File: src/rtl/mux_nto1_reg.sv
// N-input registered multiplexer with valid/ready handshake, fixed-select or round-robin.
// Optional accepted-transfer counter on port xfer_cnt, enabled by defining MUX_XFER_CNT_EN.
module mux_nto1_reg #(
    parameter  int DWIDTH = 32,
    parameter  int N      = 4,
    parameter  int CNTW   = 16,
    localparam int SELW   = $clog2(N)
) (
    input  logic                  clk,
    input  logic                  rst_n,
    input  logic                  mode,
    input  logic [SELW-1:0]       sel,
    input  logic [N-1:0]          in_valid,
    output logic [N-1:0]          in_ready,
    input  logic [N*DWIDTH-1:0]   in_data,
    output logic                  out_valid,
    input  logic                  out_ready,
    output logic [DWIDTH-1:0]     out_data,
    output logic [SELW-1:0]       out_src
`ifdef MUX_XFER_CNT_EN
    ,
    output logic [CNTW-1:0]       xfer_cnt
`endif
);

    logic [SELW-1:0]   r_rr_ptr;
    logic [N-1:0]      w_grant;
    logic [SELW-1:0]   w_gidx;
    logic              w_found;
    logic              w_space;
    logic              w_accept;
    logic [SELW-1:0]   w_rr_next;
    logic [DWIDTH-1:0] w_gdata;

    always_comb begin
        int v_idx;
        w_grant = '0;
        w_gidx  = '0;
        w_found = 1'b0;
        v_idx   = 0;
        if (!mode) begin
            if (int'(sel) < N) begin
                if (in_valid[sel]) begin
                    w_found = 1'b1;
                    w_gidx  = sel;
                end
            end
        end else begin
            // Scan from the far end so the channel closest to r_rr_ptr wins last.
            for (int k = N - 1; k >= 0; k--) begin
                v_idx = (int'(r_rr_ptr) + k) % N;
                if (in_valid[v_idx]) begin
                    w_found = 1'b1;
                    w_gidx  = SELW'(v_idx);
                end
            end
        end
        if (w_found) begin
            w_grant[w_gidx] = 1'b1;
        end
    end

    assign w_space   = !out_valid || out_ready;
    assign in_ready  = w_grant & {N{w_space && rst_n}};
    assign w_accept  = |(in_valid & in_ready);
    assign w_gdata   = in_data[int'(w_gidx)*DWIDTH +: DWIDTH];
    assign w_rr_next = (int'(w_gidx) == N - 1) ? '0 : w_gidx + 1'b1;

    always_ff @(posedge clk) begin
        if (!rst_n) begin
            out_valid <= 1'b0;
            out_data  <= '0;
            out_src   <= '0;
            r_rr_ptr  <= '0;
        end else if (w_accept) begin
            out_valid <= 1'b1;
            out_data  <= w_gdata;
            out_src   <= w_gidx;
            if (mode) begin
                r_rr_ptr <= w_rr_next;
            end
        end else if (out_ready) begin
            out_valid <= 1'b0;
        end
    end

`ifdef MUX_XFER_CNT_EN
    always_ff @(posedge clk) begin
        if (!rst_n) begin
            xfer_cnt <= '0;
        end else if (w_accept) begin
            xfer_cnt <= xfer_cnt + 1'b1;
        end
    end
`endif

endmodule

File: config.mk
export PLATFORM = sky130hd
export DESIGN_NAME = mux_nto1_reg
export DESIGN_NICKNAME = d
export VERILOG_FILES = /design/src/rtl/mux_nto1_reg.sv
export SDC_FILE = /design/constraint.sdc
export NUM_CORES = 1
export LEC_CHECK = 0
export BUFFER_PORTS_ARGS = -buffer_cell sky130_fd_sc_hd__buf_2
export CORE_ASPECT_RATIO = 0.6
export CORE_UTILIZATION = 45
export CTS_CLUSTER_SIZE = 20
export DETAILED_ROUTE_END_ITERATION = 8
export GPL_ROUTABILITY_DRIVEN = 0
export GPL_TIMING_DRIVEN = 0
export PLACE_DENSITY = 0.84
export RECOVER_POWER = 50
export SYNTH_ARGS = -nofsm -noshare
export SYNTH_HDL_FRONTEND = slang
export SYNTH_SLANG_ARGS = --single-unit
File: constraint.sdc
create_clock -name clk -period 4.9 [get_ports clk]
set_input_delay 0.245 -clock clk [delete_from_list [all_inputs] [get_ports clk]]
set_output_delay 0.245 -clock clk [all_outputs]
set_load 0.02 [all_outputs]
==> results of run 1 <==
==> synthesized netlist by cell type <==
library cell  instances  share of area
inv_4                 1         0.0024
o21ba_2               1         0.0039
nor3b_1               1         0.0029
clkbuf_1              1         0.0015
dfxtp_1              37           0.29
a21o_1                1         0.0029
inv_1                 3         0.0044
or3b_1                2         0.0068
mux4_1                1          0.010
nor3_1                1         0.0019
nor4_1                1         0.0024
a311oi_2              1         0.0058
o221a_2               1         0.0044
a21boi_4              1         0.0073
a21oi_1               5         0.0097
nor2_2                1         0.0024
and3_1                1         0.0024
o21ai_4               1         0.0063
nor2b_1               2         0.0049
and2_1                2         0.0049
a22oi_1               1         0.0029
a31oi_1               1         0.0024
buf_2                11          0.021
mux2i_1              65           0.25
nand2_1              64          0.093
buf_4                 1         0.0029
a31oi_4               1         0.0083
ha_1                  2         0.0097
a211oi_2              1         0.0049
a21boi_0              1         0.0029
nand4b_1              2         0.0068
a21oi_2               1         0.0034
a32o_1               32           0.12
o21ai_1               1         0.0019
nand2b_1              3         0.0073
o21a_1                1         0.0029
mux2_2                1         0.0044
nor2_1                8          0.012
o221ai_2              1         0.0058
buf_6                11          0.048
o211a_1               1         0.0039
a311oi_1              1         0.0034
==> power by group through the flow <==
stage / Sequential (uW) / Clock [uW] / Combinational (uW)
final: 373 / 278 / 420
after global routing: 379 / 300 / 454
after CTS: 372 / 281 / 437
after detailed placement: 379 / 0 / 436
after global placement: 377 / 0 / 427
after floorplan: 435 / 0 / 226
==> sequential cells by signal (all words and copies together) (netlist names) <==
| signal | flops |
|---|---|
| out_data | 32 |
| r_rr_ptr | 2 |
| out_valid | 1 |
| out_src | 2 |
==> metrics by stage <==
stage	setup WS, ps	hold WS (ps)	instance area, sq um
4_1_cts	1746	205.8	3670
2_1_floorplan	2162	362.5	2576
5_1_grt	1117	198.1	3617
3_5_place_dp	1766	450.4	3553
6_report	1313	208.2	3617
3_3_place_gp	1796	444.8	3553
==> kinds of logic (layout without fill, tap and decap cells) <==
| logic type | after synthesis | count (layout) | share of synthesized area |
|---|---|---|---|
| and+or+nand+nor | 88 | 88 | 0.1477 |
| adders and majority gates | 2 | 2 | 0.009712 |
| buffers and inverters | 28 | 212 | 0.08062 |
| muxes | 67 | 67 | 0.2671 |
| DFF | 37 | 37 | 0.2875 |
| AOI/OAI and AO/OA | 54 | 54 | 0.2074 |
==> final cells by class <==
class	count	area, sq um	area share
Clock inverter	1	30.03	0.008302
Inverter	4	16.27	0.004497
Sequential cell	37	740.7	0.2048
Timing Repair Buffer	176	837.1	0.2314
Buffer	24	182.7	0.05050
Tap cell	77	96.34	0.02663
Clock buffer	7	86.33	0.02387
Multi-Input combinational cell	211	1628	0.4500
==> cell usage in the layout, fill, tap and decap left out, types with 2 or more instances in the layout <==
cell        n
nor2b_1     2
nand2_1    64
clkbuf_8    6
buf_2     152
nor2_1      8
inv_1       3
a32o_1     32
or3b_1      2
a21oi_1     5
nand2b_1    3
and2_1      2
clkbuf_1   38
mux2i_1    65
dfxtp_1    37
buf_6      10
ha_1        2
nand4b_1    2
==> worst max path at each step <==
stage                           start      endpoint  depth (start not counted)
final                     r_rr_ptr[0]  out_data[22]                         13
after global routing      r_rr_ptr[0]  out_data[25]                         13
after detailed placement  in_valid[3]  out_data[23]                         14
after global placement    in_valid[3]  out_data[21]                         14
after CTS                 r_rr_ptr[0]  out_data[23]                         13
after floorplan           r_rr_ptr[0]  out_data[15]                         13
==> metal layers <==
layer  part of all wire  vias up  GRT usage
li1                   -     1388          -
met3              0.064        5    0.05876
met1               0.44     1355     0.3045
met2               0.49      108     0.4739
met5                  0        -          0
met4             0.0041        0    0.05882
==> summary.txt, run 1 <==
Route
  – Post-DR vias/cell: 5.318
  – DR DRC count: 0
  – Wirelength per Cell: 14.42 um
  – Number of vias in the routed layout: 2856
  – Post-Route WL: 7741 um
  – DRT Pass-1 Iters: 5
  – Drt initial violations: 102
  – Post-route ant nets: 0

Clock tree
  – CTS Hold Bufs: 0
  – Clock Latency Late Sink: 290 ps
  – Clock transition at path regs: 80 ps
  – CTS Sinks: 37
  – Setup Buffers After CTS: 0
  – CTS buffer count: 5
  – CTS Root Cell: clkbuf_8
  – CTS tree: yes
  – Max Root-Sink Buffers: 2
  – CTS resizes: 0
  – H-tree depth: 2

Timing
  – RSZ-0062 raised after global routing: false
  – Final Critical Period: 3587 ps
  – Fin crit share: 0.7320
  – Max-Slew Margin vs Limit: 0.6585
  – Final setup vio count: 0
  – Clock skew: 2.883 ps
  – Fin Setup TNS: 0 ps
  – Worst Tran Pin Value: 512.2 ps
  – Max Fclk: 278.8 MHz
  – Final Max Tran Viols: 0
  – Final hold vios: 0

Placed design
  – Dpl cells: 529
  – IO Port Bufs: 176
  – HPWL after DPL: 6128 um

Run
  – Max_cap viols: 0

Critical path
  – Critical path fanouts, max: 10
  – Slowest CP cell: clkinvlp_2
  – Reg2Reg Depth: 13
  – Nature of the critical path endpoint: flip-flop
  – Crit path arrival time: 3820 ps
  – FF-to-FF End: out_data[22]
  – CP Buf/Inv Count: 4
  – WP data required: 5130 ps
  – Start of the worst register-to-register path: r_rr_ptr[0]
  – Critical Path Most Common Cell: buf_2
  – Critical path's top delay family: buffers and inverters
  – CP Class: reg -> reg
  – Cell breakdown of the critical path: buf_2, or3b_1, a21oi_1, nor3_1, o21ai_4, clkinvlp_2, buf_6, ha_1, a22oi_1, a21boi_4, nor2_2, buf_2, a32o_1
  – R2R setup slack: 1310 ps
  – CP Launch Type: flip-flop
  – CP max stage delay: 450 ps

Synth
  – Synth unique cells: 42
  – Synth Cell Area: 2576 sq um
  – Synth Register Bits: 37
  – Cells after Synth: 276
  – Synth warn: 0
  – Syn_nets: 416
  – Seq/Total Area, Yosys: 0.2875
  – Avg Cell Area, Syn: 9.334 sq um

Pwr
  – Comb pwr share: 0.392
  – Overall power: 1071 uW
  – Pleak: 0.001762 uW
  – Power share of the clock group: 0.260
  – Sequential power share: 0.348
  – Switch Pwr: 374.0 uW
  – Worst vdd ir: 0.0001344 V
  – PD cells: 296.1 nW/um^2
  – Internal: 697.0 uW
  – Sw Ratio: 0.3492

Final layout
  – Fraction of layout cells with a size suffix above 1: 0.3957
  – Filler Cell Count: 461
  – Util after Layout: 0.6851
  – Fin cells: 537
  – # diodes: 0
  – Area Growth Syn to Fin: 40.41%
  – Total Nets Final: 599

Floorplan
  – Core Region: 5280 sq um
  – Die footprint: 6042 sq um
  – Die width: 99.68 um
  – I/O pins: 177
  – Die Ht: 60.61 um
  – Starting Density: 0.4879
  – FP Rows: 20

Global routing
  – Number of global-route vias before repair: 2655
  – Largest net degree at the start of global routing: 12
  – Antenna violations before repair: 0
  – First-pass GRT wire length: 11950 um
  – Grt total ovfl: 0
  – GRT Util Overall: 0.2539

Worst hold path
  – Hold Startpoint: rst_n
  – Hold/Removal Path Class: in -> reg
  – WHS Endpoint: r_rr_ptr[1]
  – Hold depth: 2

Run status
  – Run status: complete, no violations
Note: power is estimated with default switching activity, not from simulation.
==> run 2: changes to the inputs <==
--- a/config.mk
+++ b/config.mk
@@ -7,12 +7,12 @@
 export LEC_CHECK = 0
 export BUFFER_PORTS_ARGS = -buffer_cell sky130_fd_sc_hd__buf_2
 export CORE_ASPECT_RATIO = 0.6
-export CORE_UTILIZATION = 45
+export CORE_UTILIZATION = 42
 export CTS_CLUSTER_SIZE = 20
 export DETAILED_ROUTE_END_ITERATION = 8
 export GPL_ROUTABILITY_DRIVEN = 0
 export GPL_TIMING_DRIVEN = 0
-export PLACE_DENSITY = 0.84
+export PLACE_DENSITY = 0.79
 export RECOVER_POWER = 50
 export SYNTH_ARGS = -nofsm -noshare
 export SYNTH_HDL_FRONTEND = slang
==> constraint.sdc (replaced) <==
create_clock -name clk -period 3.3 [get_ports clk]
set_input_delay 0.165 -clock clk [delete_from_list [all_inputs] [get_ports clk]]
set_output_delay 0.165 -clock clk [all_outputs]
set_load 0.02 [all_outputs]
==> summary.txt, run 2 (synthesized netlist as in run 1, its figures left out) <==
Route
  – Post-DR vias/cell: 5.164 (-2.9%)
  – Number of vias in the routed layout: 2804 (-1.8%)
  – Max layer used: met4
  – Post-Route WL: 7940 um (+2.6%)
  – Met1 wire length: 3511 um (+2.1%)
  – WL met3: 584 um (+17%)
  – Wirelength per Cell: 14.62 um (+1.4%)
  – DR DRC count: 0 (unchanged)
  – Post-route ant nets: 0 (unchanged)
  – Metal2 WL: 3783 um (+0.32%)
  – DRT Pass-1 Iters: 4 (-1)
  – Drt initial violations: 114 (+12%)

Final layout
  – Largest register by flop count: out_data
  – # diodes: 0 (unchanged)
  – Commonest non-fill, non-tap cells in the layout: 152 x buf_2, 65 x mux2i_1, 64 x nand2_1
  – Total Nets Final: 603 (+0.67%)
  – Max reg flops: 32 (unchanged)
  – Most common cell after layout, fill and taps aside: buf_2
  – Util after Layout: 0.6337 (-0.05139)
  – Area Growth Syn to Fin: 40.89%
  – Finished Cell Area: 3630 sq um (+0.35%)
  – Fin cells: 543 (+1.1%)
  – Filler Cell Count: 541 (+17%)
  – Top flop regs: out_data: 32 flops, out_src: 2 flops, r_rr_ptr: 2 flops
  – Fraction of layout cells with a size suffix above 1: 0.4017 (+0.006076)

Floorplan
  – FP Rows: 21 (+5.0%)
  – Core Region: 5728 sq um (+8.5%)
  – Die footprint: 6461 sq um (+6.9%)
  – Die width: 103.1 um (+3.4%)
  – Starting Density: 0.4498 (-0.03816)
  – Die Ht: 62.67 um (+3.4%)
  – I/O pins: 177 (unchanged)

Timing
  – Final hold vios: 0 (unchanged)
  – Fin Setup TNS: 0 ps (unchanged)
  – RSZ-0062 raised after global routing: false
  – Fin crit share: 0.9259 (+0.1939)
  – Worst Tran Pin Value: 465.7 ps (-46.46 ps)
  – Clock skew: 2.687 ps (-0.1957 ps)
  – Max-Slew Margin vs Limit: 0.6895 (+0.03097)
  – Final Max Tran Viols: 0 (unchanged)
  – Max Fclk: 327.3 MHz (+17%)
  – Final Critical Period: 3056 ps (-531.1 ps)
  – Final setup vio count: 0 (unchanged)

Critical path
  – R2R setup slack: 240 ps (-1070 ps)
  – Reg2Reg Depth: 13 (unchanged)
  – Cell breakdown of the critical path: buf_2, or3b_1, a21oi_1, nor3_1, o21ai_4, inv_4, buf_6, ha_1, a22oi_1, a21boi_4, nor2_2, buf_2, a32o_1
  – Critical path fanouts, max: 10 (unchanged)
  – WP depth: 13 (unchanged)
  – CP max stage delay: 400 ps (-50 ps)
  – Crit path arrival time: 3270 ps (-550 ps)
  – Nature of the critical path endpoint: flip-flop
  – Critical Path Most Common Cell: buf_2
  – Critical path's top delay family: compound AO/OA/AOI/OAI gates
  – WP data required: 3520 ps (-1610 ps)
  – CP Launch Type: flip-flop
  – CP Class: reg -> reg
  – Slowest CP cell: or3b_1
  – CP Buf/Inv Count: 4 (unchanged)

Pwr
  – Worst vdd ir: 0.0001899 V (+41%)
  – Sequential power share: 0.366 (+0.018)
  – PD cells: 417.1 nW/um^2 (+41%)
  – Internal: 965.1 uW (+38%)
  – Switch Pwr: 548.9 uW (+47%)
  – Pleak: 0.001777 uW (+0.81%)
  – Comb pwr share: 0.423 (+0.031)
  – Sw Ratio: 0.3625 (+0.01336)
  – Power share of the clock group: 0.211 (-0.049)
  – Overall power: 1514 uW (+41%)

Placed design
  – IO Port Bufs: 176 (unchanged)
  – HPWL after DPL: 6186 um (+0.94%)
  – Dpl cell area: 3557 sq um (+0.11%)
  – Dpl cells: 532 (+0.57%)

Clock tree
  – CTS Sinks: 37 (unchanged)
  – CTS buffer count: 5 (unchanged)
  – Max Root-Sink Buffers: 2 (unchanged)
  – H-tree depth: 2 (unchanged)
  – Clock Latency Late Sink: 280 ps (about the same)
  – CTS Root Cell: clkbuf_8
  – CTS resizes: 0 (unchanged)
  – CTS tree: yes
  – Clock transition at path regs: 70 ps (about the same)
  – CTS Hold Bufs: 0 (unchanged)
  – Setup Buffers After CTS: 0 (unchanged)

Worst hold path
  – Hold/Removal Path Class: in -> reg
  – Hold depth: 2 (unchanged)

Run
  – Max_cap viols: 0 (unchanged)

Global routing
  – Grt total ovfl: 0 (unchanged)
  – Antenna violations before repair: 0 (unchanged)
  – GRT Util Overall: 0.2418 (-0.01211)
  – Largest net degree at the start of global routing: 12 (unchanged)
  – Number of global-route vias before repair: 2716 (+2.3%)
  – First-pass GRT wire length: 12210 um (+2.1%)

Run status
  – Run status: complete, no violations
[run 2: cell count changes in the layout (fill, tap and decap cells not counted), sizes merged]
cell      before  now
buf          163  168
bufinv         1    0
clkbuf        44   43
clkinvlp       1    0
inv            3    4
[run 2: worst paths after layout]
| path | to | startpoint |
|---|---|---|
| worst max-delay path | out_data[30] | r_rr_ptr[0] |
| worst min register to register | out_data[18] | out_data[18] |
| worst max register to register | out_data[30] | r_rr_ptr[0] |
| worst min-delay path | r_rr_ptr[1] | rst_n |
[run 2: cell type report]
type / count / area, sq um / area share
buffer: 24 / 190.2 / 0.05240
sequential: 37 / 740.7 / 0.2041
clock buffer: 7 / 86.33 / 0.02378
timing repair buffer: 180 / 867.1 / 0.2389
multi-input combinational: 211 / 1628 / 0.4485
tap: 80 / 100.1 / 0.02758
inverter: 4 / 17.52 / 0.004826
[run 2: metal layers]
metal	GRT usage	up-vias
met2	0.4250	130
met5	0	-
met4	0.05458	0
met3	0.04586	6
li1	-	1397
met1	0.3037	1271
[run 2: power groups by stage]
| stage | combinational [uW] | clock [uW] | sequential [uW] |
|---|---|---|---|
| 2_1_floorplan | 335 | 0 | 646 |
| 5_1_grt | 693 | 352 | 562 |
| 3_3_place_gp | 639 | 0 | 559 |
| 6_report | 640 | 319 | 555 |
| 3_5_place_dp | 651 | 0 | 562 |
| 4_1_cts | 653 | 329 | 552 |
[run 2: stage by stage]
step / setup slack [ps] / hold WS [ps]
after CTS: 142.7 / 127.0
after global placement: 249.4 / 412.6
after global routing: 86.54 / 132.5
after floorplan: 561.7 / 282.5
after detailed placement: 169.3 / 415.0
final: 244.5 / 134.9
[run 2: worst reg2reg max path, delay by kind of cell, from the launching register on]
family | cells | cell delay (ps)
compound gates | 5 | 1000
flops | 1 | 300
buf+inv | 4 | 740
fa+ha+maj | 1 | 200
simple gates | 3 | 760
==> run 3: changes to the inputs <==
--- a/config.mk
+++ b/config.mk
@@ -12,6 +12,8 @@
 export DETAILED_ROUTE_END_ITERATION = 8
 export GPL_ROUTABILITY_DRIVEN = 0
 export GPL_TIMING_DRIVEN = 0
+export HOLD_SLACK_MARGIN = 0.03
+export MAX_ROUTING_LAYER = met4
 export PLACE_DENSITY = 0.79
 export RECOVER_POWER = 50
 export SYNTH_ARGS = -nofsm -noshare
==> summary.txt, run 3 (synthesized netlist as in run 1, its figures left out) <==
Clock tree
  – Max Root-Sink Buffers: 2 (unchanged)
  – Clock transition at path regs: 70 ps (about the same)
  – CTS Sinks: 37 (unchanged)
  – H-tree depth: 2 (unchanged)
  – CTS tree: yes
  – Clock Latency Late Sink: 280 ps (about the same)
  – CTS buffer count: 5 (unchanged)
  – CTS Hold Bufs: 0 (unchanged)
  – CTS Root Cell: clkbuf_8

Timing
  – Max Fclk: 328.4 MHz (+0.34%)
  – RSZ-0062 raised after global routing: false
  – Final Max Tran Viols: 0 (unchanged)
  – Worst Tran Pin Value: 467.6 ps (+1.863 ps)
  – Final hold vios: 0 (unchanged)
  – Final Critical Period: 3045 ps (-10.50 ps)
  – Final setup vio count: 0 (unchanged)
  – Clock skew: 2.529 ps (-0.1585 ps)
  – Max-Slew Margin vs Limit: 0.6883 (-0.001242)
  – Fin Setup TNS: 0 ps (unchanged)
  – Post-route setup slack: 255.0 ps (+10.50 ps)
  – Fin crit share: 0.9227 (-0.003182)

Pwr
  – Worst vdd ir: 0.0001894 V (-0.25%)
  – Overall power: 1512 uW (-0.15%)
  – Power share of the clock group: 0.210 (about the same)
  – Internal: 965.1 uW (about the same)
  – Sequential power share: 0.367 (about the same)
  – Comb pwr share: 0.423 (about the same)
  – Sw Ratio: 0.3616 (-0.0009657)
  – PD cells: 416.5 nW/um^2 (-0.15%)
  – Switch Pwr: 546.6 uW (-0.42%)
  – Pleak: 0.001777 uW (unchanged)

Route
  – Wirelength per Cell: 14.57 um (-0.39%)
  – DRT Pass-1 Iters: 4 (unchanged)
  – DR DRC count: 0 (unchanged)
  – Drt initial violations: 116 (+1.8%)
  – Post-DR vias/cell: 5.134 (-0.57%)
  – Post-route ant nets: 0 (unchanged)
  – Post-Route WL: 7909 um (-0.39%)
  – Number of vias in the routed layout: 2788 (-0.57%)

Global routing
  – Antenna violations before repair: 0 (unchanged)
  – Largest net degree at the start of global routing: 12 (unchanged)
  – First-pass GRT wire length: 12210 um (about the same)
  – GRT Util Overall: 0.2487 (+0.006876)
  – Grt total ovfl: 0 (unchanged)
  – Number of global-route vias before repair: 2715 (-0.037%)

Run status
  – Run status: complete, no violations

Floorplan
  – I/O pins: 177 (unchanged)
  – FP Rows: 21 (unchanged)
  – Die footprint: 6461 sq um (unchanged)
  – Core Region: 5728 sq um (unchanged)
  – Die width: 103.1 um (unchanged)
  – Starting Density: 0.4498 (unchanged)
  – Die Ht: 62.67 um (unchanged)

Final layout
  – Fraction of layout cells with a size suffix above 1: 0.4017 (unchanged)
  – Top flop regs: out_data: 32 flops, out_src: 2 flops, r_rr_ptr: 2 flops
  – Largest register by flop count: out_data
  – Most common cell after layout, fill and taps aside: buf_2
  – # diodes: 0 (unchanged)
  – Area Growth Syn to Fin: 40.89% (unchanged)
  – Finished Cell Area: 3630 sq um (unchanged)
  – Filler Cell Count: 541 (unchanged)
  – Commonest non-fill, non-tap cells in the layout: 152 x buf_2, 65 x mux2i_1, 64 x nand2_1
  – Max reg flops: 32 (unchanged)
  – Total Nets Final: 603 (unchanged)

Placed design
  – IO Port Bufs: 176 (unchanged)
  – Worst slack, placed: 169.3 ps (unchanged)
  – Dpl cell area: 3557 sq um (unchanged)
  – HPWL after DPL: 6186 um (unchanged)

Critical path
  – CP Launch Type: flip-flop
  – Reg2Reg Depth: 13 (unchanged)
  – Crit path arrival time: 3260 ps (about the same)
  – Slowest CP cell: or3b_1
  – WP data required: 3520 ps (about the same)
  – Nature of the critical path endpoint: flip-flop
  – CP Class: reg -> reg
  – CP max stage delay: 400 ps (about the same)
  – Cell breakdown of the critical path: buf_2, or3b_1, a21oi_1, nor3_1, o21ai_4, inv_4, buf_6, ha_1, a22oi_1, a21boi_4, nor2_2, buf_2, a32o_1
  – Critical path fanouts, max: 10 (unchanged)
  – Critical Path Most Common Cell: buf_2

Worst hold path
  – Hold/Removal Path Class: in -> reg
  – Hold depth: 2 (unchanged)

Run
  – Max_cap viols: 0 (unchanged)
## run 3: cell counts in the layout (fill, tap and decap cells not counted)
No cell type changed its count.
## run 3: worst max-delay path, delay by kind of cell (launching register included)
kind                     cells  cell delay, ps
adder cells (fa/ha/maj)      1             200
AND/OR/NAND/NOR              3             750
AO/OA/AOI/OAI                5             990
flip-flops                   1             300
buffers and inverters        4             740
## run 3: final cells by class
class	count	area (sq um)	area share
Multi-Input combinational cell	211	1628	0.4485
Timing Repair Buffer	180	867.1	0.2389
Sequential cell	37	740.7	0.2041
Buffer	24	190.2	0.05240
Tap cell	80	100.1	0.02758
Clock buffer	7	86.33	0.02378
Inverter	4	17.52	0.004826
## run 3: worst paths after layout
kind	startpoint	end	slack, ps
worst max-delay path	r_rr_ptr[0]	out_data[30]	250
worst min-delay path	rst_n	r_rr_ptr[1]	140
worst max register to register	r_rr_ptr[0]	out_data[30]	250
worst min register to register	out_data[18]	out_data[18]	470
## run 3: power groups by stage
stage          combinational (uW)  clock [uW]  sequential, uW
3_3_place_gp                  639           0             559
3_5_place_dp                  651           0             562
4_1_cts                       653         329             552
2_1_floorplan                 335           0             646
5_1_grt                       693         352             562
6_report                      639         318             555
## run 3: metrics by stage
stage	std cells	hold WS, ps	util
after floorplan	276	282.5	-
after global placement	532	412.6	0.6210
after detailed placement	532	415.0	0.6210
after CTS	539	127.0	0.6361
after global routing	543	132.5	0.6337
final	543	135.1	0.6337
## run 3: metal layers
layer  GRT usage  vias up  share of wire
met1      0.3037     1255           0.44
met5           -        -              0
met2      0.4250      131           0.48
met3     0.04586        4          0.074
met4     0.05458        0         0.0053
li1            -     1398              -
## run 3: repair_timing
action                                  CTS  global route
buffers inserted                          0             4
endpoints found under the setup margin    0            29
resized for setup                         0             0
endpoints found under the hold margin     0             0
